===== src/rtl/apb_block_cipher_fifo_wrapper.sv =====
// apb_block_cipher_fifo_wrapper
//
// APB slave that feeds a request/ack/busy/valid block-cipher core from an
// input FIFO and collects its results in an output FIFO. Queued blocks are
// streamed through the core by an FSM, with no CPU handshake per block.
//
// Optional feature macro: CIPHER_WRAP_IRQ_EN
//   defined   : IRQ flag register (DONE/OVF/UDF), CTRL.IRQ_EN and irq_o active
//   undefined : IRQ register reads 0 and ignores writes, CTRL bit2 reads 0,
//               irq_o tied low
//
// Ports
//   clk_i, rstn_i                 clock, async active-low reset
//   apb_*_i / apb_*_o             APB slave (fixed two-cycle access phase)
//   core_rstn_o                   core reset: low when disabled, or one cycle on flush
//   core_req_o / core_ack_o       one-cycle request / result-acknowledge pulses
//   core_data_o                   block sent to the core (input FIFO head)
//   core_busy_i / core_valid_i    core status
//   core_data_i                   core result, taken while core_valid_i is high
//   irq_o                         level interrupt
//
// FSM states
//   state   | meaning
//   IDLE    | waiting for EN, a queued block and an idle core
//   REQ     | core_req_o pulse, block already loaded into core_data_o
//   WAIT    | waiting for core_valid_i with room in the output FIFO
//   ACK     | core_ack_o pulse, result already pushed

module apb_block_cipher_fifo_wrapper #(
    parameter int APB_ADDR_WIDTH = 12,
    parameter int APB_DATA_WIDTH = 32,
    parameter int BLOCK_WIDTH    = 128,
    parameter int FIFO_DEPTH     = 4
) (
    input  logic                      clk_i,
    input  logic                      rstn_i,
    input  logic [APB_ADDR_WIDTH-1:0] apb_paddr_i,
    input  logic [APB_DATA_WIDTH-1:0] apb_pwdata_i,
    input  logic                      apb_pwrite_i,
    input  logic                      apb_psel_i,
    input  logic                      apb_penable_i,
    output logic [APB_DATA_WIDTH-1:0] apb_prdata_o,
    output logic                      apb_pready_o,
    output logic                      apb_pslverr_o,
    output logic                      core_rstn_o,
    output logic                      core_req_o,
    output logic                      core_ack_o,
    output logic [BLOCK_WIDTH-1:0]    core_data_o,
    input  logic                      core_busy_i,
    input  logic                      core_valid_i,
    input  logic [BLOCK_WIDTH-1:0]    core_data_i,
    output logic                      irq_o
);

    localparam int WORDS = BLOCK_WIDTH / APB_DATA_WIDTH;
    localparam int DW    = APB_DATA_WIDTH;
    localparam int PW    = $clog2(FIFO_DEPTH);
    localparam int CW    = PW + 1;
    localparam logic [APB_ADDR_WIDTH-9:0] PG_REG  = (APB_ADDR_WIDTH-8)'(0);
    localparam logic [APB_ADDR_WIDTH-9:0] PG_DIN  = (APB_ADDR_WIDTH-8)'(1);
    localparam logic [APB_ADDR_WIDTH-9:0] PG_DOUT = (APB_ADDR_WIDTH-8)'(2);

    typedef enum logic [1:0] {ST_IDLE, ST_REQ, ST_WAIT, ST_ACK} state_t;

    // ---------------- registers ----------------
    state_t                 state_q, state_d;
    logic                   req_q, req_d, ack_q, ack_d;
    logic [BLOCK_WIDTH-1:0] core_data_q, core_data_d;

    logic                   ctrl_en_q, ctrl_en_d;
    logic                   flush_q, flush_d;
    logic [BLOCK_WIDTH-1:0] din_q, din_d;

    logic [BLOCK_WIDTH-1:0] in_mem_q [FIFO_DEPTH];
    logic [BLOCK_WIDTH-1:0] in_mem_d [FIFO_DEPTH];
    logic [PW-1:0]          in_wptr_q, in_wptr_d, in_rptr_q, in_rptr_d;
    logic [CW-1:0]          in_cnt_q, in_cnt_d;

    logic [BLOCK_WIDTH-1:0] out_mem_q [FIFO_DEPTH];
    logic [BLOCK_WIDTH-1:0] out_mem_d [FIFO_DEPTH];
    logic [PW-1:0]          out_wptr_q, out_wptr_d, out_rptr_q, out_rptr_d;
    logic [CW-1:0]          out_cnt_q, out_cnt_d;

    logic                   pready_q, pready_d, pslverr_q, pslverr_d;
    logic [DW-1:0]          prdata_q, prdata_d;

    // ---------------- APB decode ----------------
    logic                      access, aligned, din_hit;
    logic [APB_ADDR_WIDTH-9:0] page;
    logic [5:0]                woff;
    logic sel_ctrl, sel_status, sel_irq, sel_push, sel_pop, sel_din, sel_dout;
    logic acc_err, acc_wr, acc_rd;
    logic push_req, pop_req, flush;
    logic in_full, in_empty, out_full, out_empty;
    logic in_push_ok, out_pop_ok, fsm_pop, fsm_push;
    logic [2:0] irq_rd;
    logic       irq_en_rd;

    // Pready is high only in the second penable cycle, so the first one is the
    // single cycle where an access is decoded and committed.
    assign access  = apb_psel_i & apb_penable_i & ~pready_q;
    assign aligned = (apb_paddr_i[1:0] == 2'b00);
    assign page    = apb_paddr_i[APB_ADDR_WIDTH-1:8];
    assign woff    = apb_paddr_i[7:2];

    always_comb begin
        din_hit = 1'b0;
        for (int i = 0; i < WORDS; i++) begin
            if (woff == 6'(i)) din_hit = 1'b1;
        end
    end

    assign sel_ctrl   = aligned && page == PG_REG  && woff == 6'd0;
    assign sel_status = aligned && page == PG_REG  && woff == 6'd1;
    assign sel_irq    = aligned && page == PG_REG  && woff == 6'd2;
    assign sel_push   = aligned && page == PG_REG  && woff == 6'd3;
    assign sel_pop    = aligned && page == PG_REG  && woff == 6'd4;
    assign sel_din    = aligned && page == PG_DIN  && din_hit;
    assign sel_dout   = aligned && page == PG_DOUT && din_hit;

    assign acc_err = access & (~(sel_ctrl | sel_status | sel_irq | sel_push | sel_pop | sel_din | sel_dout)
                             | (apb_pwrite_i & (sel_status | sel_dout))
                             | (~apb_pwrite_i & (sel_push | sel_pop)));
    assign acc_wr  = access & ~acc_err & apb_pwrite_i;
    assign acc_rd  = access & ~acc_err & ~apb_pwrite_i;

    assign push_req = acc_wr & sel_push;
    assign pop_req  = acc_wr & sel_pop;
    assign flush    = acc_wr & sel_ctrl & apb_pwdata_i[1];

    assign in_full   = (in_cnt_q == CW'(FIFO_DEPTH));
    assign in_empty  = (in_cnt_q == '0);
    assign out_full  = (out_cnt_q == CW'(FIFO_DEPTH));
    assign out_empty = (out_cnt_q == '0);

    // Fullness/emptiness is taken before this cycle's FSM pop/push.
    assign in_push_ok = push_req & ~in_full;
    assign out_pop_ok = pop_req & ~out_empty;

    // ---------------- control / staging ----------------
    always_comb begin
        ctrl_en_d = ctrl_en_q;
        din_d     = din_q;
        flush_d   = flush;
        if (acc_wr && sel_ctrl) ctrl_en_d = apb_pwdata_i[0];
        if (acc_wr && sel_din) begin
            for (int i = 0; i < WORDS; i++) begin
                if (woff == 6'(i)) din_d[i*DW +: DW] = apb_pwdata_i;
            end
        end
    end

    assign core_rstn_o = rstn_i & ctrl_en_q & ~flush_q;

    // ---------------- core FSM next state ----------------
    always_comb begin
        state_d     = state_q;
        req_d       = 1'b0;
        ack_d       = 1'b0;
        core_data_d = core_data_q;
        fsm_pop     = 1'b0;
        fsm_push    = 1'b0;
        if (flush || !ctrl_en_q) begin
            state_d = ST_IDLE;
        end else begin
            case (state_q)
                ST_IDLE: if (!in_empty && !core_busy_i) begin
                    fsm_pop     = 1'b1;
                    core_data_d = in_mem_q[in_rptr_q];
                    req_d       = 1'b1;
                    state_d     = ST_REQ;
                end
                ST_REQ:  state_d = ST_WAIT;
                ST_WAIT: if (core_valid_i && !out_full) begin
                    fsm_push = 1'b1;
                    ack_d    = 1'b1;
                    state_d  = ST_ACK;
                end
                default: state_d = ST_IDLE;
            endcase
        end
    end

    // ---------------- FIFOs ----------------
    always_comb begin
        in_mem_d  = in_mem_q;
        in_wptr_d = in_wptr_q;
        in_rptr_d = in_rptr_q;
        in_cnt_d  = in_cnt_q;
        out_mem_d  = out_mem_q;
        out_wptr_d = out_wptr_q;
        out_rptr_d = out_rptr_q;
        out_cnt_d  = out_cnt_q;
        if (flush) begin
            in_wptr_d  = '0;
            in_rptr_d  = '0;
            in_cnt_d   = '0;
            out_wptr_d = '0;
            out_rptr_d = '0;
            out_cnt_d  = '0;
        end else begin
            if (in_push_ok) begin
                in_mem_d[in_wptr_q] = din_q;
                in_wptr_d = in_wptr_q + 1'b1;
            end
            if (fsm_pop) in_rptr_d = in_rptr_q + 1'b1;
            in_cnt_d = in_cnt_q + {{(CW-1){1'b0}}, in_push_ok} - {{(CW-1){1'b0}}, fsm_pop};

            if (fsm_push) begin
                out_mem_d[out_wptr_q] = core_data_i;
                out_wptr_d = out_wptr_q + 1'b1;
            end
            if (out_pop_ok) out_rptr_d = out_rptr_q + 1'b1;
            out_cnt_d = out_cnt_q + {{(CW-1){1'b0}}, fsm_push} - {{(CW-1){1'b0}}, out_pop_ok};
        end
    end

    // ---------------- interrupt ----------------
`ifdef CIPHER_WRAP_IRQ_EN
    logic       irq_en_q, irq_en_d;
    logic [2:0] irq_q, irq_d;
    logic [2:0] irq_set, irq_clr;

    // Hardware set wins over a simultaneous W1C clear.
    assign irq_set = {pop_req & out_empty, push_req & in_full, fsm_push};
    assign irq_clr = (acc_wr && sel_irq) ? apb_pwdata_i[2:0] : 3'b000;

    always_comb begin
        irq_en_d = (acc_wr && sel_ctrl) ? apb_pwdata_i[2] : irq_en_q;
        irq_d    = (irq_q & ~irq_clr) | irq_set;
    end

    always_ff @(posedge clk_i or negedge rstn_i) begin
        if (!rstn_i) begin
            irq_en_q <= 1'b0;
            irq_q    <= 3'b000;
        end else begin
            irq_en_q <= irq_en_d;
            irq_q    <= irq_d;
        end
    end

    assign irq_rd    = irq_q;
    assign irq_en_rd = irq_en_q;
    assign irq_o     = irq_en_q & |irq_q;
`else
    assign irq_rd    = 3'b000;
    assign irq_en_rd = 1'b0;
    assign irq_o     = 1'b0;
`endif

    // ---------------- APB response ----------------
    always_comb begin
        prdata_d  = '0;
        pready_d  = access;
        pslverr_d = acc_err;
        if (acc_rd) begin
            if (sel_ctrl) begin
                prdata_d[0] = ctrl_en_q;
                prdata_d[2] = irq_en_rd;
            end
            if (sel_status) begin
                prdata_d[0]     = in_full;
                prdata_d[1]     = in_empty;
                prdata_d[2]     = out_full;
                prdata_d[3]     = out_empty;
                prdata_d[4]     = core_busy_i;
                prdata_d[15:8]  = 8'(in_cnt_q);
                prdata_d[23:16] = 8'(out_cnt_q);
            end
            if (sel_irq) prdata_d[2:0] = irq_rd;
            for (int i = 0; i < WORDS; i++) begin
                if (woff == 6'(i)) begin
                    if (sel_din) prdata_d = din_q[i*DW +: DW];
                    if (sel_dout && !out_empty) prdata_d = out_mem_q[out_rptr_q][i*DW +: DW];
                end
            end
        end
    end

    // ---------------- sequential ----------------
    always_ff @(posedge clk_i or negedge rstn_i) begin
        if (!rstn_i) begin
            state_q     <= ST_IDLE;
            req_q       <= 1'b0;
            ack_q       <= 1'b0;
            core_data_q <= '0;
        end else begin
            state_q     <= state_d;
            req_q       <= req_d;
            ack_q       <= ack_d;
            core_data_q <= core_data_d;
        end
    end

    always_ff @(posedge clk_i or negedge rstn_i) begin
        if (!rstn_i) begin
            ctrl_en_q  <= 1'b0;
            flush_q    <= 1'b0;
            din_q      <= '0;
            in_wptr_q  <= '0;
            in_rptr_q  <= '0;
            in_cnt_q   <= '0;
            out_wptr_q <= '0;
            out_rptr_q <= '0;
            out_cnt_q  <= '0;
            pready_q   <= 1'b0;
            pslverr_q  <= 1'b0;
            prdata_q   <= '0;
            for (int i = 0; i < FIFO_DEPTH; i++) begin
                in_mem_q[i]  <= '0;
                out_mem_q[i] <= '0;
            end
        end else begin
            ctrl_en_q  <= ctrl_en_d;
            flush_q    <= flush_d;
            din_q      <= din_d;
            in_wptr_q  <= in_wptr_d;
            in_rptr_q  <= in_rptr_d;
            in_cnt_q   <= in_cnt_d;
            out_wptr_q <= out_wptr_d;
            out_rptr_q <= out_rptr_d;
            out_cnt_q  <= out_cnt_d;
            pready_q   <= pready_d;
            pslverr_q  <= pslverr_d;
            prdata_q   <= prdata_d;
            in_mem_q   <= in_mem_d;
            out_mem_q  <= out_mem_d;
        end
    end

    assign core_req_o    = req_q;
    assign core_ack_o    = ack_q;
    assign core_data_o   = core_data_q;
    assign apb_pready_o  = pready_q;
    assign apb_pslverr_o = pslverr_q;
    assign apb_prdata_o  = prdata_q;

endmodule

===== config.mk =====
export PLATFORM = sky130hd
export DESIGN_NAME = apb_block_cipher_fifo_wrapper
export DESIGN_NICKNAME = d
export VERILOG_FILES = /design/src/rtl/apb_block_cipher_fifo_wrapper.sv
export SDC_FILE = /design/constraint.sdc
export NUM_CORES = 2
export LEC_CHECK = 0
export ABC_AREA = 1
export CORE_UTILIZATION = 45
export CTS_BUF_LIST = sky130_fd_sc_hd__clkbuf_4
export DETAILED_ROUTE_END_ITERATION = 6
export GPL_TIMING_DRIVEN = 0
export PLACE_DENSITY = 0.75
export SETUP_SLACK_MARGIN = 0.15
export SKIP_LAST_GASP = 1
export SLEW_MARGIN = 20
export SYNTH_ARGS = -nofsm -noshare
export SYNTH_HDL_FRONTEND = slang
export SYNTH_SLANG_ARGS = --single-unit
export TNS_END_PERCENT = 50

===== constraint.sdc =====
create_clock -name clk_i -period 4 [get_ports clk_i]
set_input_delay 0.4 -clock clk_i [delete_from_list [all_inputs] [get_ports clk_i]]
set_output_delay 0.4 -clock clk_i [all_outputs]
set_load 0.03 [all_outputs]

# Word-level counts from Yosys, hierarchy flattened
# Index checks and enable logic that the tools add are counted.
# classes
addsub	8
order_cmp	6
n_eq_ne	12
muxes	56
bitwise_logic	39
reduce_logical	41
# ops
op	count
$bwmux W512	2
$mux W128	6
$bmux W128 S2	2
$demux W128 S2	2
$mux W32	13
$mux W2	11
$logic_and A1 B1 Y1	17
$and A1 B1 Y1	16
$mux W16	1
$reduce_and A2 Y1	7
$eq A6 B2 Y1 const B	2
$ge A3 B3 Y1 const B	4
$mux W3	4
$not A2 Y3	4
$mux W1	11
$mux W11	1
$mux W5	2
$or A1 B1 Y1	10
$not A1 Y1	9
$add A2 B1 Y2 const B	4
$reduce_bool A2 Y1	4
$add A3 B1 Y3	2
$eq A3 B3 Y1 const B	2
$eq A6 B1 Y1 const B	1
other kinds (16)	25
# word_totals
ff_bits	1334
in_bits	179
output_inout_bits	166

# Longest topological paths before layout
# depth
depth_word	32
ltp_mapped	22
ltp_nobuf	21

# Worst setup path after synthesis
# OpenSTA, ideal clock, no wires.
# synth_path
path_kind	in2reg
startpoint	in apb_paddr_i[11]
endpoint	reg in_cnt_q[2]
arrival_time_ps	3231
required_ps	3880
slack_ps	649
path_stages	21
n_path_buf	1
path_cell_list	nor2_1 -> nand3_1 -> nor2_1 -> inv_1 -> nand3_1 -> nand3_1 -> nand3b_4 -> nor2_2 -> nand2_4 -> nand2_1 -> inv_1 -> nand2_1 -> buf_2 -> inv_1 -> ha_1 -> inv_1 -> ha_1 -> inv_1 -> fa_1 -> xor2_1 -> nor2_1
# synth_via
elab_chain_cells	22
word_cells_on_any_way	39
cone_classes	add/sub: 2; eq/ne: 2; mux: 2; bitwise: 21; reduce/logical: 12
# synth_lines
item	line_no	text
start: declaration	37	input logic [APB_ADDR_WIDTH-1:0] apb_paddr_i,
$logic_not A4 Y1	-	
$logic_and A1 B1 Y1	-	
$logic_and A1 B1 Y1 (on tied branches)	113, 114	
$or A1 B1 Y1 (6 in series)	121	assign acc_err = access & (~(sel_ctrl | sel_status | sel_irq | sel_push | sel_pop | sel_din | sel_dout)
$not A1 Y1	121	
$or A1 B1 Y1	122	| (apb_pwrite_i & (sel_status | sel_dout))
$or A1 B1 Y1	123	| (~apb_pwrite_i & (sel_push | sel_pop)));
$and A1 B1 Y1	121	
$not A1 Y1	124	assign acc_wr = access & ~acc_err & apb_pwrite_i;
$and A1 B1 Y1 (2 in series)	124	
$and A1 B1 Y1 (*) (2 in series)	129	assign flush = acc_wr & sel_ctrl & apb_pwdata_i[1];
$logic_or A1 B1 Y1 (*)	163	if (flush || !ctrl_en_q) begin
$mux W1 (*)	163	
named net fsm_pop	95	logic in_push_ok, out_pop_ok, fsm_pop, fsm_push;
$sub A3 B1 Y3 (*)	207	in_cnt_d = in_cnt_q + {{(CW-1){1'b0}}, in_push_ok} - {{(CW-1){1'b0}}, fsm_pop};
$mux W3 (*)	194	if (flush) begin
named net in_cnt_d[2]	77	logic [CW-1:0] in_cnt_q, in_cnt_d;
end signal: assignment	320	in_cnt_q <= in_cnt_d;
end: declaration	77	
# The timed path passes the listed nets; every way through them passes the cells marked *.
# A chain may end at the register's enable or synchronous reset.

# Worst setup path in the final report
# layout_path
startpoint	reg out_rptr_q[0]
endpoint	reg prdata_q[29], in the netlist apb_prdata_o[29]
# layout_via
elab_chain_cells	16
# layout_lines
item	line_no	text
start: declaration	81	logic [PW-1:0] out_wptr_q, out_wptr_d, out_rptr_q, out_rptr_d;
start signal: assignment	322	out_rptr_q <= out_rptr_d;
$not A2 Y3 (implied by the code) (*)	275	if (sel_dout && !out_empty) prdata_d = out_mem_q[out_rptr_q][i*DW +: DW];
$bmux W128 S2 (*)	275	
$mux W128 (implied by the code) (*) (2 in series)	275	
$mux W32	275	
$mux W32	273	if (woff == 6'(i)) begin
$mux W32	274	if (sel_din) prdata_d = din_q[i*DW +: DW];
$mux W32	275	
$mux W32	273	
$mux W32	274	
$mux W32	275	
$mux W32	273	
$mux W32	274	
$mux W32	275	
$mux W32 (*)	273	
$mux W32 (*)	257	if (acc_rd) begin
named net prdata_d[29]	85	logic [DW-1:0] prdata_q, prdata_d;
end signal: assignment	326	prdata_q <= prdata_d;
end: declaration	85	
# The timed path passes the listed nets; every way through them passes the cells marked *. The select of a mux whose other input is x is not followed.

==> run_results.csv <==
group,metric,value,unit
run_status,status,"finished, violations left",
run_status,violations,"design-rule violations",
timing,fin_ws,20.6,ps
synth,syn_area_per_cell,8.72,um^2
place,dp_hpwl,160,mm
global_routing,gr-total-overflow,0,
layout,layout.nets,7672,
synth,synth_area,57500,um^2
cts,cts-buffers-inserted,356,
worst_setup_path,criticalPathCategory,"reg2reg",
timing,drv_slew,0,
detailed_routing,num_vias,55700,
timing,tightestPinTransition,1250,ps
detailed_routing,ant_nets,0,
worst_hold_path,hold_path_class,"in2reg",
worst_setup_path,cp-end-kind,"flop",
cts,cts_tree,"yes",
global_routing,grt_pass1_vias,53700,
cts,clock_path_buffers,4,
timing,period_share,99.5,%
run,max_cap_viol_count,0,
power_and_ir_drop,ir_drop,0.000328,V
power_and_ir_drop,power.leakage,31.3,nW
worst_setup_path,arrival,5040,ps
detailed_routing,drt-total-wl,228,mm
timing,rsz0062_at_grt,"yes",
worst_setup_path,crit_fanout,10,
floorplanning,initial_core_util,45.6,%
power_and_ir_drop,power_density,607,nW/um^2
power_and_ir_drop,p_total,0.0424,W
cts,cts_sinks,1334,
place,port_buffers,343,
cts,clk_latency,1300,ps
power_and_ir_drop,p_sw_share,35.9,%
floorplanning,coreArea,126000,um^2
worst_setup_path,startpoint_type,"flop",
place,place_congestion,0.993,
power_and_ir_drop,clock_power_share,28.4,%
detailed_routing,drt_first_pass_iters,7,
detailed_routing,drcViolationCount,9,
detailed_routing,routed_via_density,5.95,
synth,yosysSeqAreaShare,58.0,%
synth,ys_types,46,
detailed_routing,drt_iter0_drc,7675,
power_and_ir_drop,p_sw,0.0152,W
detailed_routing,wl_per_cell,24.4,um
layout,drive_gt1_share,10.4,%
global_routing,grt_pass1_wl,336,mm
timing,max_freq,251,MHz
power_and_ir_drop,power_frac_comb,28.5,%
timing,maxSlewHeadroom,16.6,%
cts,htree_levels,5,
global_routing,grt_use_total,34.6,%
timing,hold_viol,0,
synth,synthesis.yosys.warnings,0,
floorplanning,io_pins,345,
synth,synth-seq-cells,1334,
global_routing,antenna_found_initial,18,
floorplanning,die_x,360,um
timing,finalSetupViolCount,0,
power_and_ir_drop,seqPwrFrac,43.2,%
synth,postSynthCellCount,6595,
timing,clock_skew,93.2,ps
cts,ctsRootBufferMaster,"clkbuf_4",
timing,period_needed,3980,ps
global_routing,grt_max_degree,156,
layout,area_delta_synth_final,21.5,%
floorplanning,rows,130,
floorplanning,fp.dieH,360,um
floorplanning,dieArea,129000,um^2
worst_setup_path,critPathRequiredTime,5060,ps
place,dpl_worst_slack,-1770,ps
cts,path_clk_slew,70,ps
power_and_ir_drop,intPower,0.0272,W
synth,synth_fp_nets,6790,
==> cell usage after synthesis (all sizes together) <==
library cell	number	area [um^2]
a21oi	302	1510
nor2	170	653
o22ai	53	332
fa	2	40.0
a221o	3	30.0
nand3	60	305
a211oi	3	22.5
nand2	1988	7480
o31ai	13	97.6
clkinv	4	15.0
a22o	1	8.76
nor4	1	6.26
inv	344	1290
nand4	3	18.8
a32o	138	1380
nor3	31	171
a221oi	36	315
xor2	3	26.3
o211ai	6	45.0
a22oi	22	165
buf	147	712
mux2i	1	10.0
clkbuf	355	1330
conb	1	3.75
xnor2	1	8.76
o311ai	4	35.0
a311oi	4	35.0
ha	14	175
a32oi	5	43.8
dfrtp	1334	33400
nand3b	5	50.1
o221ai	25	219
or2	2	12.5
o21ai	1514	7580
==> flip-flops by register name (all words and copies together), names as in the netlist, 2 cells and up <==
signal	flops
in_rptr_q	2
core_data_o	128
din_q	128
state_q	2
out_cnt_q	3
out_rptr_q	2
in_cnt_q	3
apb_prdata_o	32
out_wptr_q	2
in_mem_q	512
in_wptr_q	2
out_mem_q	512
==> power groups by stage <==
| stage | Sequential [W] | Clock (W) | Combinational (W) |
|---|---|---|---|
| floorplan | 0.0192 | 0 | 0.00572 |
| global placement | 0.0185 | 0 | 0.0112 |
| detailed placement | 0.0184 | 0 | 0.0116 |
| CTS | 0.0182 | 0.0120 | 0.0118 |
| global route | 0.0186 | 0.0128 | 0.0130 |
| finish | 0.0183 | 0.0120 | 0.0121 |
==> logic make-up (layout without fill, tap and decap cells) <==
group / count (synthesis) / count (layout) / share of synthesized area (%)
flops: 1334 / 1334 / 58.0
buf+inv: 850 / 1954 / 5.83
mux: 1 / 1 / 0.0174
compound gates: 2129 / 2129 / 20.5
fa+ha+maj: 16 / 16 / 0.374
xor+xnor: 4 / 4 / 0.0609
simple gates: 2260 / 2260 / 15.1
other cells: 1 / 12 / 0.00652
==> worst max-delay path: stages (launching register included) <==
cell and delay [ps]:
dfrtp_1 360, clkbuf_1 230, inv_1 150, clkbuf_2 270, clkbuf_2 310, clkdlybuf4s15_2 580
nand2_1 100, a221oi_1 650, nor3_1 150, nand3b_1 330, a311oi_2 650
==> layout by cell type (no fill, tap or decap), types with 138 or more instances in the layout <==
cell and n:
a21oi_1 296, a32o_1 138, clkbuf_4 522, o21ai_1 491
clkdlybuf4s50_1 340, o21ai_0 1023, nand2_1 1981, inv_1 340
clkbuf_1 306, dlygate4sd3_1 157, nor2_1 162, dfrtp_1 1334
==> worst paths after layout <==
path,start,to,slack [ps],depth (start not counted)
hold / removal,apb_pwdata_i[15],din_q[79]$_DFFE_PN0P_,20,3
max in group asynchronous,rstn_i,out_mem_q[360]$_DFFE_PN0P_,750,12
hold reg to reg,in_mem_q[25]$_DFFE_PN0P_,in_mem_q[25]$_DFFE_PN0P_,480,2
min in group asynchronous,rstn_i,out_mem_q[499]$_DFFE_PN0P_,350,8
setup reg to reg,out_rptr_q[0]$_DFFE_PN0P_,apb_prdata_o[29]$_DFF_PN0_,20,10
setup / recovery,out_rptr_q[0]$_DFFE_PN0P_,apb_prdata_o[29]$_DFF_PN0_,20,10
==> layout make-up <==
| cell class | count | area [um^2] |
|---|---|---|
| flip-flops and latches | 1334 | 33400 |
| clock buffers | 520 | 3900 |
| clock inverters | 60 | 450 |
| repair buffers | 524 | 5630 |
| inverters | 348 | 1310 |
| well taps | 1650 | 2060 |
| diodes | 11 | 27.5 |
| multi-input cells | 4411 | 21000 |
| fillers | 11400 | 56300 |
| plain buffers | 502 | 2140 |
==> stage by stage <==
stage	cell area, um^2	hold slack, ps	util (%)	TNS (ps)	instances
2_1_floorplan	57500	104	-	0	6595
3_3_place_gp	63000	460	49.9	-	8588
3_5_place_dp	63300	360	50.2	-692220	8598
4_1_cts	69700	-203	55.2	0	9346
5_1_grt	69900	17.3	55.4	0	9354
6_report	69900	16.5	55.4	0	9360
==> layer usage <==
layer	vias up	global-route usage [%]	part of all wire, %
met2	3906	50.5	43
met4	14	23.0	7.1
met5	-	0	0.055
met3	807	11.7	13
li1	24000	-	-
met1	27000	43.7	37
==> what timing repair did <==
action / CTS / global route
pin swaps: 1 / 1
endpoints found under the hold margin: 1008 / 124
endpoints found under the setup margin: 35 / 26
resized for setup: 71 / 51
hold buffers: 166 / 2
buffers inserted: 2 / 1
cloned: 0 / 0
(Power assumes the default switching activity.)
